--- src/rtl/uart_rx_fsm_if.sv ---
// Signal bundle between the RX frame controller and its pin/sampler/checker neighbours.
// UART_RX_ERR_FLAGS_EN adds the per-frame error pulses frm_par_err/frm_stp_err.
interface uart_rx_fsm_if #(
    parameter int PRESC_W = 6
);
    logic               rx_in;
    logic [PRESC_W-1:0] prescale;
    logic               par_en;
    logic               sample_valid;
    logic               strt_glitch;
    logic               par_err;
    logic               stp_err;
    logic [PRESC_W-1:0] edge_cnt;
    logic [3:0]         bit_cnt;
    logic               dat_samp_en;
    logic               strt_chk_en;
    logic               deser_en;
    logic               par_chk_en;
    logic               stp_chk_en;
    logic               data_valid;
    logic               busy;
`ifdef UART_RX_ERR_FLAGS_EN
    logic               frm_par_err;
    logic               frm_stp_err;

    modport master (
        output rx_in, prescale, par_en, sample_valid, strt_glitch, par_err, stp_err,
        input  edge_cnt, bit_cnt, dat_samp_en, strt_chk_en, deser_en, par_chk_en,
               stp_chk_en, data_valid, busy, frm_par_err, frm_stp_err
    );

    modport slave (
        input  rx_in, prescale, par_en, sample_valid, strt_glitch, par_err, stp_err,
        output edge_cnt, bit_cnt, dat_samp_en, strt_chk_en, deser_en, par_chk_en,
               stp_chk_en, data_valid, busy, frm_par_err, frm_stp_err
    );
`else
    modport master (
        output rx_in, prescale, par_en, sample_valid, strt_glitch, par_err, stp_err,
        input  edge_cnt, bit_cnt, dat_samp_en, strt_chk_en, deser_en, par_chk_en,
               stp_chk_en, data_valid, busy
    );

    modport slave (
        input  rx_in, prescale, par_en, sample_valid, strt_glitch, par_err, stp_err,
        output edge_cnt, bit_cnt, dat_samp_en, strt_chk_en, deser_en, par_chk_en,
               stp_chk_en, data_valid, busy
    );
`endif
endinterface

--- src/rtl/uart_rx_fsm.sv ---
// UART RX frame controller: walks START/DATA/PARITY/STOP, enables the checkers in turn,
// and pulses data_valid for clean frames. UART_RX_ERR_FLAGS_EN adds frm_par_err/frm_stp_err.
module uart_rx_fsm #(
    parameter int DATA_WIDTH = 8,
    parameter int PRESC_W    = 6
) (
    input  logic         clk,
    input  logic         rst_n,
    uart_rx_fsm_if.slave bus
);
    typedef enum logic [2:0] {
        IDLE    = 3'd0,
        START   = 3'd1,
        DATA    = 3'd2,
        PARITY  = 3'd3,
        STOP    = 3'd4,
        ERR_CHK = 3'd5
    } state_t;

    localparam logic [3:0]         LAST_DATA_BIT = 4'(DATA_WIDTH);
    localparam logic [PRESC_W-1:0] EDGE_ONE      = PRESC_W'(1);
    localparam logic [PRESC_W-1:0] EDGE_ZERO     = PRESC_W'(0);

    state_t             state_r;
    state_t             state_s;
    logic [PRESC_W-1:0] edge_cnt_r;
    logic [PRESC_W-1:0] edge_cnt_s;
    logic [PRESC_W-1:0] presc_r;
    logic [3:0]         bit_cnt_r;
    logic [3:0]         bit_cnt_s;
    logic               par_en_r;
    logic               par_err_r;
    logic               par_err_s;
    logic               stp_err_r;
    logic               stp_err_s;
    logic               bit_end_s;
    logic               dat_samp_en_r;
    logic               strt_chk_en_r;
    logic               deser_en_r;
    logic               par_chk_en_r;
    logic               stp_chk_en_r;
    logic               data_valid_r;
    logic               busy_r;
`ifdef UART_RX_ERR_FLAGS_EN
    logic               frm_par_err_r;
    logic               frm_stp_err_r;
`endif

    // Next state, bit/edge counters and error latches
    always_comb begin
        state_s    = state_r;
        edge_cnt_s = edge_cnt_r;
        bit_cnt_s  = bit_cnt_r;
        par_err_s  = par_err_r;
        stp_err_s  = stp_err_r;
        bit_end_s  = (edge_cnt_r == (presc_r - EDGE_ONE));

        if ((state_r != IDLE) && (state_r != ERR_CHK)) begin
            if (bit_end_s) begin
                edge_cnt_s = EDGE_ZERO;
                bit_cnt_s  = bit_cnt_r + 4'd1;
            end else begin
                edge_cnt_s = edge_cnt_r + EDGE_ONE;
                bit_cnt_s  = bit_cnt_r;
            end
        end else begin
            edge_cnt_s = EDGE_ZERO;
            bit_cnt_s  = 4'd0;
        end

        case (state_r)
            IDLE: begin
                par_err_s = 1'b0;
                stp_err_s = 1'b0;
                // The low IDLE cycle already counts as edge 0 of the start bit
                if (!bus.rx_in) begin
                    state_s    = START;
                    edge_cnt_s = EDGE_ONE;
                end else begin
                    state_s = IDLE;
                end
            end
            START: begin
                if (bus.sample_valid && bus.strt_glitch) begin
                    state_s    = IDLE;
                    edge_cnt_s = EDGE_ZERO;
                    bit_cnt_s  = 4'd0;
                end else if (bit_end_s) begin
                    state_s = DATA;
                end else begin
                    state_s = START;
                end
            end
            DATA: begin
                if (bit_end_s && (bit_cnt_r == LAST_DATA_BIT)) begin
                    state_s = par_en_r ? PARITY : STOP;
                end else begin
                    state_s = DATA;
                end
            end
            PARITY: begin
                if (bus.sample_valid && bus.par_err) begin
                    par_err_s = 1'b1;
                end else begin
                    par_err_s = par_err_r;
                end
                if (bit_end_s) begin
                    state_s = STOP;
                end else begin
                    state_s = PARITY;
                end
            end
            STOP: begin
                if (bus.sample_valid && bus.stp_err) begin
                    stp_err_s = 1'b1;
                end else begin
                    stp_err_s = stp_err_r;
                end
                if (bit_end_s) begin
                    state_s = ERR_CHK;
                end else begin
                    state_s = STOP;
                end
            end
            ERR_CHK: begin
                par_err_s = 1'b0;
                stp_err_s = 1'b0;
                // A low line here is the start of a back-to-back frame
                if (!bus.rx_in) begin
                    state_s    = START;
                    edge_cnt_s = EDGE_ONE;
                end else begin
                    state_s = IDLE;
                end
            end
            default: begin
                state_s    = IDLE;
                edge_cnt_s = EDGE_ZERO;
                bit_cnt_s  = 4'd0;
                par_err_s  = 1'b0;
                stp_err_s  = 1'b0;
            end
        endcase
    end

    // State register, frame configuration capture and registered outputs
    always_ff @(posedge clk or negedge rst_n) begin
        if (!rst_n) begin
            state_r       <= IDLE;
            edge_cnt_r    <= EDGE_ZERO;
            bit_cnt_r     <= 4'd0;
            presc_r       <= EDGE_ZERO;
            par_en_r      <= 1'b0;
            par_err_r     <= 1'b0;
            stp_err_r     <= 1'b0;
            dat_samp_en_r <= 1'b0;
            strt_chk_en_r <= 1'b0;
            deser_en_r    <= 1'b0;
            par_chk_en_r  <= 1'b0;
            stp_chk_en_r  <= 1'b0;
            data_valid_r  <= 1'b0;
            busy_r        <= 1'b0;
`ifdef UART_RX_ERR_FLAGS_EN
            frm_par_err_r <= 1'b0;
            frm_stp_err_r <= 1'b0;
`endif
        end else begin
            state_r    <= state_s;
            edge_cnt_r <= edge_cnt_s;
            bit_cnt_r  <= bit_cnt_s;
            par_err_r  <= par_err_s;
            stp_err_r  <= stp_err_s;
            if (state_r == IDLE) begin
                presc_r  <= bus.prescale;
                par_en_r <= bus.par_en;
            end
            strt_chk_en_r <= (state_s == START);
            dat_samp_en_r <= (state_s == START) || (state_s == DATA);
            deser_en_r    <= (state_r == DATA) && bus.sample_valid;
            par_chk_en_r  <= (state_s == PARITY);
            stp_chk_en_r  <= (state_s == STOP);
            data_valid_r  <= (state_s == ERR_CHK) && !(par_err_s || stp_err_s);
            busy_r        <= (state_s != IDLE);
`ifdef UART_RX_ERR_FLAGS_EN
            frm_par_err_r <= (state_s == ERR_CHK) && par_err_s;
            frm_stp_err_r <= (state_s == ERR_CHK) && stp_err_s;
`endif
        end
    end

    assign bus.edge_cnt    = edge_cnt_r;
    assign bus.bit_cnt     = bit_cnt_r;
    assign bus.dat_samp_en = dat_samp_en_r;
    assign bus.strt_chk_en = strt_chk_en_r;
    assign bus.deser_en    = deser_en_r;
    assign bus.par_chk_en  = par_chk_en_r;
    assign bus.stp_chk_en  = stp_chk_en_r;
    assign bus.data_valid  = data_valid_r;
    assign bus.busy        = busy_r;
`ifdef UART_RX_ERR_FLAGS_EN
    assign bus.frm_par_err = frm_par_err_r;
    assign bus.frm_stp_err = frm_stp_err_r;
`endif
endmodule
--- src/flat_wrapper.sv ---
// flat-port wrapper written by rule: the top's interface ports become plain ports
module uart_rx_fsm_flat 
#(
    parameter int DATA_WIDTH = 8,
    parameter int PRESC_W    = 6
)
  (clk, rst_n, bus_rx_in, bus_prescale, bus_par_en, bus_sample_valid, bus_strt_glitch, bus_par_err, bus_stp_err, bus_edge_cnt, bus_bit_cnt, bus_dat_samp_en, bus_strt_chk_en, bus_deser_en, bus_par_chk_en, bus_stp_chk_en, bus_data_valid, bus_busy);
  uart_rx_fsm_if #(.PRESC_W(PRESC_W)) bus_i ();
  input  logic clk;
  input  logic rst_n;
  input wire logic [$bits(bus_i.rx_in)-1:0] bus_rx_in;
  input wire logic [$bits(bus_i.prescale)-1:0] bus_prescale;
  input wire logic [$bits(bus_i.par_en)-1:0] bus_par_en;
  input wire logic [$bits(bus_i.sample_valid)-1:0] bus_sample_valid;
  input wire logic [$bits(bus_i.strt_glitch)-1:0] bus_strt_glitch;
  input wire logic [$bits(bus_i.par_err)-1:0] bus_par_err;
  input wire logic [$bits(bus_i.stp_err)-1:0] bus_stp_err;
  output wire logic [$bits(bus_i.edge_cnt)-1:0] bus_edge_cnt;
  output wire logic [$bits(bus_i.bit_cnt)-1:0] bus_bit_cnt;
  output wire logic [$bits(bus_i.dat_samp_en)-1:0] bus_dat_samp_en;
  output wire logic [$bits(bus_i.strt_chk_en)-1:0] bus_strt_chk_en;
  output wire logic [$bits(bus_i.deser_en)-1:0] bus_deser_en;
  output wire logic [$bits(bus_i.par_chk_en)-1:0] bus_par_chk_en;
  output wire logic [$bits(bus_i.stp_chk_en)-1:0] bus_stp_chk_en;
  output wire logic [$bits(bus_i.data_valid)-1:0] bus_data_valid;
  output wire logic [$bits(bus_i.busy)-1:0] bus_busy;
  assign bus_i.rx_in = bus_rx_in;
  assign bus_i.prescale = bus_prescale;
  assign bus_i.par_en = bus_par_en;
  assign bus_i.sample_valid = bus_sample_valid;
  assign bus_i.strt_glitch = bus_strt_glitch;
  assign bus_i.par_err = bus_par_err;
  assign bus_i.stp_err = bus_stp_err;
  assign bus_edge_cnt = bus_i.edge_cnt;
  assign bus_bit_cnt = bus_i.bit_cnt;
  assign bus_dat_samp_en = bus_i.dat_samp_en;
  assign bus_strt_chk_en = bus_i.strt_chk_en;
  assign bus_deser_en = bus_i.deser_en;
  assign bus_par_chk_en = bus_i.par_chk_en;
  assign bus_stp_chk_en = bus_i.stp_chk_en;
  assign bus_data_valid = bus_i.data_valid;
  assign bus_busy = bus_i.busy;
  uart_rx_fsm #(.DATA_WIDTH(DATA_WIDTH), .PRESC_W(PRESC_W)) u_core (.clk(clk), .rst_n(rst_n), .bus(bus_i));
endmodule
--- config.mk ---
export PLATFORM = sky130hd
export DESIGN_NAME = uart_rx_fsm_flat
export DESIGN_NICKNAME = d
export VERILOG_FILES = /design/src/rtl/uart_rx_fsm_if.sv /design/src/rtl/uart_rx_fsm.sv /design/src/flat_wrapper.sv
export SDC_FILE = /design/constraint.sdc
export NUM_CORES = 1
export LEC_CHECK = 0
export ABC_CLOCK_PERIOD_IN_PS = 3160
export BUFFER_PORTS_ARGS = -buffer_cell sky130_fd_sc_hd__buf_2
export CORE_UTILIZATION = 25
export DETAILED_ROUTE_END_ITERATION = 10
export GPL_TIMING_DRIVEN = 0
export PLACE_DENSITY = 0.47
export SLEW_MARGIN = 20
export SYNTH_ARGS = -nofsm -noshare
export SYNTH_HDL_FRONTEND = slang
export SYNTH_SLANG_ARGS = --single-unit
--- constraint.sdc ---
create_clock -name clk -period 3.16 [get_ports clk]
set_clock_uncertainty 0.15 [all_clocks]
set_input_delay 0.632 -clock clk [delete_from_list [all_inputs] [get_ports clk]]
set_output_delay 0.632 -clock clk [all_outputs]
set_load 0.005 [all_outputs]
Yosys cells after proc, flatten, opt, wreduce, memory -nomap -nowiden. Index checks and enable logic that the tools add are counted.

Flip-flop bits (word level): 29. Bits in latches: 0. RAM bits: 0. ROM bits: 0. Input bits: 14. Output and inout bits: 17. Logic and storage cells: 69. Memories: 0.

Add/sub/neg operators: 3. $mul: 0. Div/mod/pow operators: 0. Order comparisons: 0. Equality and inequality tests: 13. Shifts and indexed selects: 0. Mux-type cells: 21. Bitwise operators: 0. Reduce and logical (&&, ||, !) cells: 18.

Operator list (count): two-way mux 6 bit (4); one-hot mux 6 bit (3 select lines) (1); one-hot mux 3 bit (5 select lines) (1); equality test 3 x 2 -> 1 bit, second input constant (4); equality test 3 bit, second input constant (4); two-way mux 3 bit (4); two-way mux 4 bit (3); OR reduction 3 bit (3); one-hot mux 4 bit (2 select lines) (1); logical AND 1 bit (7); adder 6 x 1 -> 6 bit, second input constant (1); equality test 3 x 1 -> 1 bit, second input constant (2); equality test 6 bit (1); nonzero test 3 bit (2); subtractor 6 x 1 -> 6 bit, second input constant (1); OR reduction 5 bit (1); adder 4 x 1 -> 4 bit, second input constant (1); equality test 4 bit, second input constant (1); two-way mux 1 bit (4); one-hot mux 1 bit (2 select lines) (2); logical NOT 3 bit (1); inequality test 3 bit, second input constant (1); logical OR 1 bit (2); two-way mux 2 bit (1); other kinds (2) (2).

Logic depth before layout (Yosys ltp). Gate-level depths: netlist (run 1).

Depth after elaboration: 7. Gate-level depth with buffers: 9. Mapped depth without buffers: 9.

Least setup slack after synthesis (run 1). Ideal clock, no wire load.

Path type: input-to-reg. From: in bus_sample_valid. To: reg u_core.data_valid_r, in the netlist u_core.bus.data_valid. Setup time: 0.096 ns. Arrival time: 2.017 ns. Slack: 0.898 ns. Cell stages on the path: 4. Cells stage by stage: a2111oi_1 > a311oi_1 > mux2_4 > nor4_2.

Word-level cells in the longest chain between the ends: 6. Elaborated cells on any way between the ends: 13. Classes of those cells: 1 x eq/ne; 6 x mux; 6 x reduce/logical.

Ends and longest elaborated chain: start, declared (RTL line flat_wrapper.sv:14) `input wire logic [$bits(bus_i.sample_valid)-1:0] bus_sample_valid;`; branches (longest 5 deep; another with one-hot mux 3 bit (5 select lines)); logical AND 1 bit (*) (RTL line uart_rx_fsm.sv:182) `data_valid_r <= (state_s == ERR_CHK) && !(par_err_s || stp_err_s);`; end signal, assigned (RTL line uart_rx_fsm.sv:182); end, declared (RTL line uart_rx_fsm.sv:42) `logic data_valid_r;`.

Every way passes the cells marked *. A chain may end at the register's enable or synchronous reset.

Worst setup path in the final report (run 1).
From: reg u_core.presc_r[2]. To: reg u_core.dat_samp_en_r, in the netlist u_core.bus.dat_samp_en.

Word-level cells in the longest chain between the ends: 7. Elaborated cells on any way between the ends: 12. Classes of those cells: 1 x add/sub; 3 x eq/ne; 6 x mux; 2 x reduce/logical.

Ends and longest elaborated chain: start, declared (RTL line uart_rx_fsm.sv:28) `logic [PRESC_W-1:0] presc_r;`; start signal, assigned (RTL line uart_rx_fsm.sv:174) `presc_r <= bus.prescale;`; subtractor 6 x 1 -> 6 bit (*) (RTL line uart_rx_fsm.sv:56) `bit_end_s = (edge_cnt_r == (presc_r - EDGE_ONE));`; equality test 6 bit (*) (RTL line uart_rx_fsm.sv:56); two-way mux 2 bit / logical AND 1 bit (equally long branches) (RTL line uart_rx_fsm.sv:88, uart_rx_fsm.sv:95); two-way mux 3 bit (on tied branches) (RTL line uart_rx_fsm.sv:84, uart_rx_fsm.sv:95); one-hot mux 3 bit (5 select lines) (*) (RTL line uart_rx_fsm.sv:71) `case (state_r)`; equality test 3 x 1 -> 1 bit / equality test 3 x 2 -> 1 bit (equally long branches) (RTL line uart_rx_fsm.sv:178) `dat_samp_en_r <= (state_s == START) || (state_s == DATA);`; logical OR 1 bit (*) (RTL line uart_rx_fsm.sv:178); end signal, assigned (RTL line uart_rx_fsm.sv:178); end, declared (RTL line uart_rx_fsm.sv:37) `logic dat_samp_en_r;`.

Mark *: on every way between the ends. The rest lies on a longest branch, timed or not.

==> results.py, run 1 <==
metrics = {
    "route": {
        "vias": 1213,
        "drcViolationCount": 0,
        "wl_per_cell_um": 13.0,
        "dr.first_iter.drc_count": 36,
        "wirelength_um": 3350,
        "drt_pass1_iterations": 4,
        "viasPerCell": 4.70,
        "antenna_left": 0,
    },
    "power_and_ir_drop": {
        "peakVddDrop_mv": 0.341,
        "p_leak_uw": 0.000837,
        "powerDensity_nw_per_um2": 867,
        "power_uw": 1580,
    },
    "cells_and_area": {
        "final_nets": 204,
        "stdcell_area_sq_um": 1820,
        "drive_gt1_share_pct": 26.3,
        "nFillCells": 625,
        "num_antenna_cells": 0,
        "syn2layout_area_growth_pct": 22.3,
    },
    "cts": {
        "cts_max_path_buffers": 2,
        "cts_resized": 0,
        "root_buffer": "clkbuf_8",
        "clock_latency_ps": 290,
        "cts_tree": "yes",
        "cts_max_level": 2,
        "cts_buffers": 5,
        "hold_buffers": 0,
        "numClockSinks": 29,
        "clk_pin_slew_worst_paths_ps": 70,
        "cts_setup_buffers": 0,
    },
    "yosys": {
        "synth-simple-area-share_pct": 16.8,
        "netlist.area_leader.share_pct": 48.7,
        "synth-xor-area-share_pct": 8.24,
        "synthFlopType": "dfrtp_1",
        "avgSynthCellArea_sq_um": 9.99,
        "synth.distinct_cells": 38,
        "yosysWarnings": 0,
        "synthMuxAreaShare_pct": 5.46,
        "yosysMostFrequentCell": "dfrtp_1",
        "syn-num-nets": 167,
        "synth_area_leaders": "dfrtp_1 (49%), xnor2_1 (7.1%), nor2_1 (5.3%)",
        "async_flop_share_pct": 100,
        "syn_inst": 149,
        "ys_ff_latch": 29,
        "synth-adder-area-share_pct": 3.36,
        "synth_largest_area_cell": "dfrtp_1",
        "synth_top_family_by_area": "simple AND/OR/NAND/NOR gates",
        "ys_seq_area_share_pct": 48.7,
        "synth_compound_area_share_pct": 13.9,
        "syn-cell-area_sq_um": 1490,
        "synth-edff-count": 0,
        "synth_common_cells": "dfrtp_1 (29), nor2_1 (21), xnor2_1 (12)",
    },
    "critical_path": {
        "required_ps": 3230,
        "end_kind": "register",
        "worstRegToRegCells": 6,
        "critPathKind": "register to register",
        "path_cells": "or3_4 > o31a_1 > o32ai_2 > nor2_4 > a32oi_1 > o211a_1",
        "critPathLaunchType": "register",
        "worst_r2r_endpoint": "u_core.bus.dat_samp_en$_DFF_PN0_",
        "cp.arrival_ps": 2560,
        "r2r_slack_ps": 660,
        "worstSetupEndpoint": "u_core.bus.dat_samp_en$_DFF_PN0_",
        "crit_slowest_cell": "a32oi_1",
        "cp_slowest_stage_delay_ps": 480,
        "worstSetupStartpoint": "u_core.presc_r[2]$_DFFE_PN0N_",
        "r2r-start": "u_core.presc_r[2]$_DFFE_PN0N_",
        "worst-path-max-fanout": 9,
    },
    "placement": {
        "dpl_worst_slack_ps": 462,
        "port_buffers": 30,
        "finalWeightedCongestion": 0.765,
        "hpwl_um": 2470,
        "placed_area_sq_um": 1730,
    },
    "die": {
        "die_area_sq_um": 6270,
        "die_w_um": 79.2,
        "core.rowCount": 27,
        "die_h_um": 79.2,
        "core_sq_um": 5610,
        "initial_core_util_pct": 26.6,
        "ioPinCount": 31,
    },
    "timing": {
        "fin_tns_setup_ps": 0,
        "finalCritPeriodShare_pct": 79.0,
        "maxSlewHeadroom_pct": 33.9,
        "whs_ps": 225,
        "report.final.hold_viol_count": 0,
        "tightest_slew_ps": 988,
        "max_freq_ghz": 0.401,
        "setup_viol": 0,
        "rsz0062_at_grt": "no",
        "final.setup.worst_slack_ps": 665,
        "fin_crit_ps": 2500,
        "finalMaxSlewViolations": 0,
    },
    "global_route": {
        "grt_overflow": 0,
        "first_global_vias": 1145,
        "grt_antenna_before_repair": 0,
        "grt.total_usage_pct": 12.0,
        "grt_max_degree": 30,
        "grt_pass1_wl_um": 5590,
    },
    "flow_run": {
        "max-cap-violations": 0,
    },
    "run_status": {
        "status": "completed",
    },
    "min_path": {
        "hold_class": "primary input to asynchronous set/reset pin",
    },
}
## flip-flops by register name (all words and copies together) (netlist names), 3 cells and up
name                 cells
u_core.bus.bit_cnt       4
u_core.bus.edge_cnt      6
u_core.state_r           3
u_core.presc_r           6
## metrics by stage
step | utilization [%] | cells
6_report | 32.5 | 258
5_1_grt | 32.5 | 258
4_1_cts | 32.5 | 258
3_5_place_dp | 30.9 | 251
3_3_place_gp | 30.8 | 251
2_1_floorplan | - | 149
## final cells by class
type                       count  area, sq um  share of cell area, %
buffer                         3         11.3                  0.619
clock buffer                   7         86.3                   4.74
inverter                      11         41.3                   2.27
multi-input combinational    106          716                   39.3
sequential                    29          726                   39.9
tap                           72         90.1                   4.95
timing repair buffer          30          150                   8.25
## placed cells by master (no fill, tap or decap), types with 2 or more instances in the layout
| cell type | Yosys | routed |
|---|---|---|
| dfrtp_1 | 29 | 29 |
| o21ai_0 | 9 | 9 |
| buf_2 | 0 | 30 |
| mux2_2 | 5 | 5 |
| nor2_1 | 21 | 21 |
| clkbuf_8 | 0 | 6 |
| nand3_1 | 4 | 4 |
| nand2_1 | 11 | 11 |
| ha_1 | 4 | 4 |
| clkbuf_1 | 3 | 4 |
| o22ai_1 | 2 | 2 |
| a21oi_1 | 8 | 8 |
| inv_1 | 10 | 10 |
| xor2_1 | 2 | 2 |
| nor3_1 | 3 | 2 |
| and3_1 | 2 | 2 |
| xnor2_1 | 12 | 12 |
| nor3b_1 | 2 | 2 |
## cells by family (layout without fill, tap and decap cells)
group,Yosys count,in the layout
mux,7,7
flops,29,29
compound gates,30,30
simple gates,51,51
xor+xnor,14,14
fa+ha+maj,4,4
buf+inv,14,51
## metal layers
layer,track usage (%),vias to the layer above,routed length [um]
li1,-,589,-
met5,0,-,0
met2,18.1,42,1520
met3,3.10,7,205
met4,6.00,0,61
met1,15.6,575,1570
## report_power, final
group / switching, uW / total, uW / internal [uW]
Combinational: 380 / 679 / 299
Clock: 142 / 315 / 173
Sequential: 102 / 585 / 483
## worst max-delay path: cells and delay by family, from the launching register on
kind               cells  cell delay (ps)
AOI/OAI and AO/OA      4             1280
and+or+nand+nor        2              560
DFF                    1              430
## worst min-delay path by stage
stage,cells after the start,start,slack (ps),endpoint
floorplan,0,rst_n,190,u_core.bus.bit_cnt[0]$_DFF_PN0_
global placement,1,u_core.par_en_r$_DFFE_PN0N_,360,u_core.par_en_r$_DFFE_PN0N_
detailed placement,1,u_core.par_en_r$_DFFE_PN0N_,370,u_core.par_en_r$_DFFE_PN0N_
CTS,1,rst_n,260,u_core.presc_r[5]$_DFFE_PN0N_
global route,1,rst_n,280,u_core.bus.edge_cnt[3]$_DFF_PN0_
finish,1,rst_n,230,u_core.presc_r[5]$_DFFE_PN0N_
(Power assumes the default switching activity.)
==> run 2, diff against run 1 <==
Settings changed: ABC_CLOCK_PERIOD_IN_PS 3160 to 2600.
Clock period 3.16 ns to 2.6 ns, I/O delays scaled along.
==> results.py, run 2 (synthesized netlist as in run 1, its figures left out) <==
metrics = {
    "global_route": {
        "grt_pass1_wl_um": 5590,
        "first_global_vias": 1145,
        "grt_max_degree": 30,
        "grt_antenna_before_repair": 0,
        "grt.total_usage_pct": 12.0,
        "grt_overflow": 0,
    },
    "route": {
        "viasPerCell": 4.66,
        "dr.first_iter.drc_count": 33,
        "vias": 1216,
        "antenna_left": 0,
        "wl_per_cell_um": 13.1,
        "drcViolationCount": 0,
        "drt_pass1_iterations": 4,
        "wirelength_um": 3430,
    },
    "cells_and_area": {
        "num_antenna_cells": 0,
        "final_nets": 207,
        "post-route-util_pct": 33.0,
        "final_cell_mix": "buf_2 (30), dfrtp_1 (29), nor2_1 (21), xnor2_1 (12), nand2_1 (11)",
        "drive_gt1_share_pct": 28.0,
        "instances_no_fill": 261,
        "syn2layout_area_growth_pct": 24.2,
        "mostFrequentLayoutCell": "buf_2",
    },
    "timing": {
        "finalCritPeriodShare_pct": 94.5,
        "rsz0062_at_grt": "no",
        "report.final.hold_viol_count": 0,
        "maxSlewHeadroom_pct": 31.2,
        "max_freq_ghz": 0.407,
        "fin_crit_ps": 2460,
        "finalMaxSlewViolations": 0,
        "setup_viol": 0,
        "tightest_slew_ps": 1030,
        "final.setup.worst_slack_ps": 142,
        "fin_tns_setup_ps": 0,
    },
    "placement": {
        "dpl_worst_slack_ps": 13.7,
        "port_buffers": 30,
        "hpwl_um": 2470,
        "post-place-cells": 251,
        "finalWeightedCongestion": 0.765,
    },
    "die": {
        "initial_core_util_pct": 26.6,
        "core.rowCount": 27,
        "die_h_um": 79.2,
        "die_area_sq_um": 6270,
        "ioPinCount": 31,
        "die_w_um": 79.2,
        "core_sq_um": 5610,
    },
    "flow_run": {
        "max-cap-violations": 0,
    },
    "critical_path": {
        "end_kind": "register",
        "crit_slowest_cell": "dfrtp_1",
        "critPathLaunchType": "register",
        "cp.arrival_ps": 2500,
        "r2r-start": "u_core.presc_r[2]$_DFFE_PN0N_",
        "path_cells": "or3_4 > nor4_1 > o32ai_2 > nor2_4 > mux2_4 > nor4_2",
        "worstRegToRegCells": 6,
        "critPathKind": "register to register",
        "cp_slowest_stage_delay_ps": 430,
        "worst_r2r_endpoint": "u_core.bus.data_valid$_DFF_PN0_",
        "required_ps": 2640,
        "r2r_slack_ps": 140,
        "worst-path-max-fanout": 6,
    },
    "cts": {
        "clock_latency_ps": 290,
        "cts_tree": "yes",
        "numClockSinks": 29,
        "clk_pin_slew_worst_paths_ps": 70,
        "cts_buffers": 5,
        "hold_buffers": 0,
        "cts_max_level": 2,
        "root_buffer": "clkbuf_8",
        "cts_max_path_buffers": 2,
    },
    "run_status": {
        "status": "completed",
    },
    "power_and_ir_drop": {
        "powerDensity_nw_per_um2": 1050,
        "peakVddDrop_mv": 0.440,
        "p_leak_uw": 0.000854,
    },
    "min_path": {
        "hold_class": "primary input to asynchronous set/reset pin",
    },
}
[run 2: how the worst max path moves through the flow]
stage | start | end
finish | u_core.presc_r[2]$_DFFE_PN0N_ | u_core.bus.data_valid$_DFF_PN0_
global route | u_core.presc_r[2]$_DFFE_PN0N_ | u_core.bus.data_valid$_DFF_PN0_
CTS | u_core.presc_r[2]$_DFFE_PN0N_ | u_core.bus.dat_samp_en$_DFF_PN0_
detailed placement | bus_sample_valid | u_core.bus.data_valid$_DFF_PN0_
global placement | bus_sample_valid | u_core.bus.data_valid$_DFF_PN0_
floorplan | u_core.presc_r[2]$_DFFE_PN0N_ | u_core.bus.data_valid$_DFF_PN0_
[run 2: area by class of cell]
cell class / count / area, sq um
repair buffers: 32 / 165
flip-flops and latches: 29 / 726
fillers: 623 / 3760
inverters: 11 / 41.3
multi-input cells: 107 / 729
well taps: 72 / 90.1
plain buffers: 3 / 11.3
clock buffers: 7 / 86.3
[run 2: stage by stage]
| step | total power, uW | hold WS, ps | instance area (sq um) |
|---|---|---|---|
| after floorplan | 1310 | 74.4 | 1490 |
| after global placement | 1550 | 362 | 1730 |
| after detailed placement | 1550 | 365 | 1730 |
| after CTS | 1950 | 146 | 1820 |
| after global routing | 2110 | 172 | 1850 |
| final | 1950 | 113 | 1850 |
[run 2: worst max-delay path: cells and delay by family, from the launching register on]
kind,cells,cell delay [ps]
AND/OR/NAND/NOR,4,1200
flip-flops,1,430
multiplexers,1,360
AO/OA/AOI/OAI,1,230
[run 2: report_power, final]
part / switching, uW / internal, uW / leakage, uW
Combinational: 480 / 373 / 0.000433
Sequential: 124 / 587 / 0.000377
Clock: 174 / 210 / 0.0000443
Total: 779 / 1170 / 0.000854
[run 2: repair_timing]
action,in CTS,in global routing
gates resized for setup,0,1
setup endpoints to repair,0,3
setup buffers,0,2
[run 2: per-layer routing]
metal | share of wire, % | up-vias | global-route usage [%] | wire length (um)
li1 | - | 593 | - | -
met2 | 46 | 38 | 18.1 | 1560
met4 | 1.8 | 0 | 6.00 | 61
met1 | 46 | 578 | 15.6 | 1580
met5 | 0 | - | 0 | 0
met3 | 6.5 | 7 | 3.10 | 222
==> run 3, diff against run 2 <==
Settings changed: ABC_AREA set to 1, PLACE_DENSITY 0.47 to 0.46.
==> results.py, run 3 <==
metrics = {
    "yosys": {
        "syn_inst": 214,
        "synthFlopType": "dfrtp_1",
        "synth-edff-count": 0,
        "syn-num-nets": 232,
        "yosysWarnings": 0,
        "netlist.area_leader.share_pct": 44.2,
        "syn-cell-area_sq_um": 1640,
        "yosysMostFrequentCell": "nand2_1",
        "ys_seq_area_share_pct": 44.2,
        "synth_largest_area_cell": "dfrtp_1",
        "synth_area_leaders": "dfrtp_1 (44%), nand2_1 (12%), inv_1 (7.5%)",
        "ys_ff_latch": 29,
        "synth_common_cells": "nand2_1 (51), inv_1 (33), nor2_1 (30)",
        "synth.distinct_cells": 25,
        "avgSynthCellArea_sq_um": 7.68,
        "async_flop_share_pct": 100,
    },
    "timing": {
        "report.final.hold_viol_count": 0,
        "rsz0062_at_grt": "no",
        "finalCritPeriodShare_pct": 86.2,
        "finalMaxSlewViolations": 0,
        "fin_crit_ps": 2240,
        "fin_tns_setup_ps": 0,
        "maxSlewHeadroom_pct": 56.2,
        "tightest_slew_ps": 657,
        "setup_viol": 0,
        "max_freq_ghz": 0.446,
        "whs_ps": 119,
        "final.setup.worst_slack_ps": 359,
    },
    "critical_path": {
        "crit_path_frequent_cell": "nand2_1",
        "required_ps": 2620,
        "cp.arrival_ps": 2260,
        "end_kind": "register",
        "critPathLaunchType": "register",
        "crit_slowest_cell": "dfrtp_1",
        "cp_slowest_stage_delay_ps": 390,
        "path_cells": "inv_2 > ha_1 > inv_1 > nand2_1 > nand2_1 > nand2_1 > nor2_1 > nand2_1 > nor2_1 > nand4_1 > nor2_1 > nor2_1 > nand3_1 > nand2_1",
        "worst-path-max-fanout": 7,
        "critPathKind": "register to register",
    },
    "cells_and_area": {
        "syn2layout_area_growth_pct": 22.1,
        "final_cell_mix": "nand2_1 (51), inv_1 (33), nor2_1 (30), buf_2 (30), dfrtp_1 (29)",
        "num_antenna_cells": 0,
        "mostFrequentLayoutCell": "nand2_1",
        "nFillCells": 690,
        "drive_gt1_share_pct": 21.8,
        "final_nets": 269,
    },
    "power_and_ir_drop": {
        "pwr-share-clk_pct": 21.6,
        "intPower_uw": 1270,
        "powerDensity_nw_per_um2": 1110,
        "p_leak_uw": 0.00106,
        "p_seq_share_pct": 31.0,
        "combPwrFrac_pct": 47.4,
        "swShare_pct": 43.3,
        "peakVddDrop_mv": 0.340,
        "switchingPower_uw": 967,
    },
    "cts": {
        "cts_max_level": 2,
        "cts_resized": 0,
        "cts_buffers": 5,
        "root_buffer": "clkbuf_8",
        "clock_latency_ps": 270,
        "cts_tree": "yes",
        "clk_pin_slew_worst_paths_ps": 70,
        "hold_buffers": 0,
        "cts_max_path_buffers": 2,
        "numClockSinks": 29,
        "cts_setup_buffers": 0,
    },
    "global_route": {
        "grt_busiest_layer": "met2",
        "met3_usage_pct": 3.08,
        "gr-usage-met1_pct": 15.3,
        "grt_overflow": 0,
        "grt_pass1_wl_um": 6240,
        "grt_max_degree": 30,
        "use_met2_pct": 17.8,
        "first_global_vias": 1335,
        "grt_antenna_before_repair": 0,
        "grt.total_usage_pct": 11.6,
    },
    "route": {
        "antenna_left": 0,
        "drcViolationCount": 0,
        "wirelength_um": 3730,
        "dr.first_iter.drc_count": 63,
        "vias": 1423,
        "drt_pass1_iterations": 4,
        "wl_per_cell_um": 11.3,
        "viasPerCell": 4.33,
    },
    "min_path": {
        "hold_class": "primary input to asynchronous set/reset pin",
    },
    "die": {
        "die_area_sq_um": 6900,
        "initial_core_util_pct": 25.9,
        "ioPinCount": 31,
        "core.rowCount": 29,
        "die_h_um": 83.1,
        "core_sq_um": 6350,
        "die_w_um": 83.1,
    },
    "flow_run": {
        "max-cap-violations": 0,
    },
    "placement": {
        "hpwl_um": 2850,
        "dpl_worst_slack_ps": 356,
        "finalWeightedCongestion": 0.782,
        "port_buffers": 30,
    },
    "run_status": {
        "status": "completed",
    },
}
-- run 3: worst paths after layout --
kind                                          startpoint                               end  slack, ps  cells after the start
setup / recovery           u_core.presc_r[0]$_DFFE_PN0N_  u_core.bus.dat_samp_en$_DFF_PN0_        360                     14
hold / removal                                     rst_n   u_core.bus.data_valid$_DFF_PN0_        120                      1
setup reg to reg           u_core.presc_r[0]$_DFFE_PN0N_  u_core.bus.dat_samp_en$_DFF_PN0_        360                     14
hold reg to reg               u_core.par_err_r$_DFF_PN0_        u_core.par_err_r$_DFF_PN0_        380                      2
max in group asynchronous                          rst_n       u_core.par_en_r$_DFFE_PN0N_       1750                      1
min in group clk                         bus_prescale[5]     u_core.presc_r[5]$_DFFE_PN0N_        300                      3
-- run 3: through the flow --
step | instances | area [sq um] | util, % | total power [uW]
floorplan | 214 | 1640 | - | 1490
global placement | 321 | 1890 | 29.8 | 1760
detailed placement | 321 | 1890 | 29.8 | 1770
CTS | 329 | 2010 | 31.6 | 2270
global route | 329 | 2010 | 31.6 | 2450
finish | 329 | 2010 | 31.6 | 2230
-- run 3: power by group through the flow --
stage               registers, uW  clock network [uW]  logic (uW)
CTS                           696                 502        1070
detailed placement            704                   0        1070
floorplan                     683                   0         802
global route                  714                 526        1210
finish                        693                 483        1060
global placement              696                   0        1060
-- run 3: layout make-up --
| cell class | count | area, sq um | share of cell area (%) |
|---|---|---|---|
| Buffer | 1 | 3.75 | 0.187 |
| Clock buffer | 7 | 86.3 | 4.30 |
| Clock inverter | 1 | 30.0 | 1.50 |
| Inverter | 37 | 141 | 7.05 |
| Multi-Input combinational cell | 147 | 772 | 38.5 |
| Sequential cell | 29 | 726 | 36.2 |
| Tap cell | 77 | 96.3 | 4.80 |
| Timing Repair Buffer | 30 | 150 | 7.49 |
-- run 3: critical path: cells and delay by family, from the launching register on --
| kind | cells | cell delay [ps] |
|---|---|---|
| buf+inv | 2 | 170 |
| simple gates | 11 | 1090 |
| flops | 1 | 390 |
| fa+ha+maj | 1 | 330 |
-- run 3: kinds of logic after synthesis --
family                     after synthesis  share of synthesized area [%]
buffers and inverters                   38                           8.83
xor gates and xnor gates                 6                           4.80
adders and majority gates                4                           3.05
DFF                                     29                           44.2
AOI/OAI and AO/OA                       21                           7.39
and+or+nand+nor                        116                           31.8
-- run 3: layer usage --
| metal | vias up | part of all wire, % |
|---|---|---|
| met5 | - | 0 |
| met4 | 0 | 1.9 |
| met3 | 4 | 4.0 |
| met2 | 33 | 45 |
| met1 | 639 | 49 |
| li1 | 747 | - |
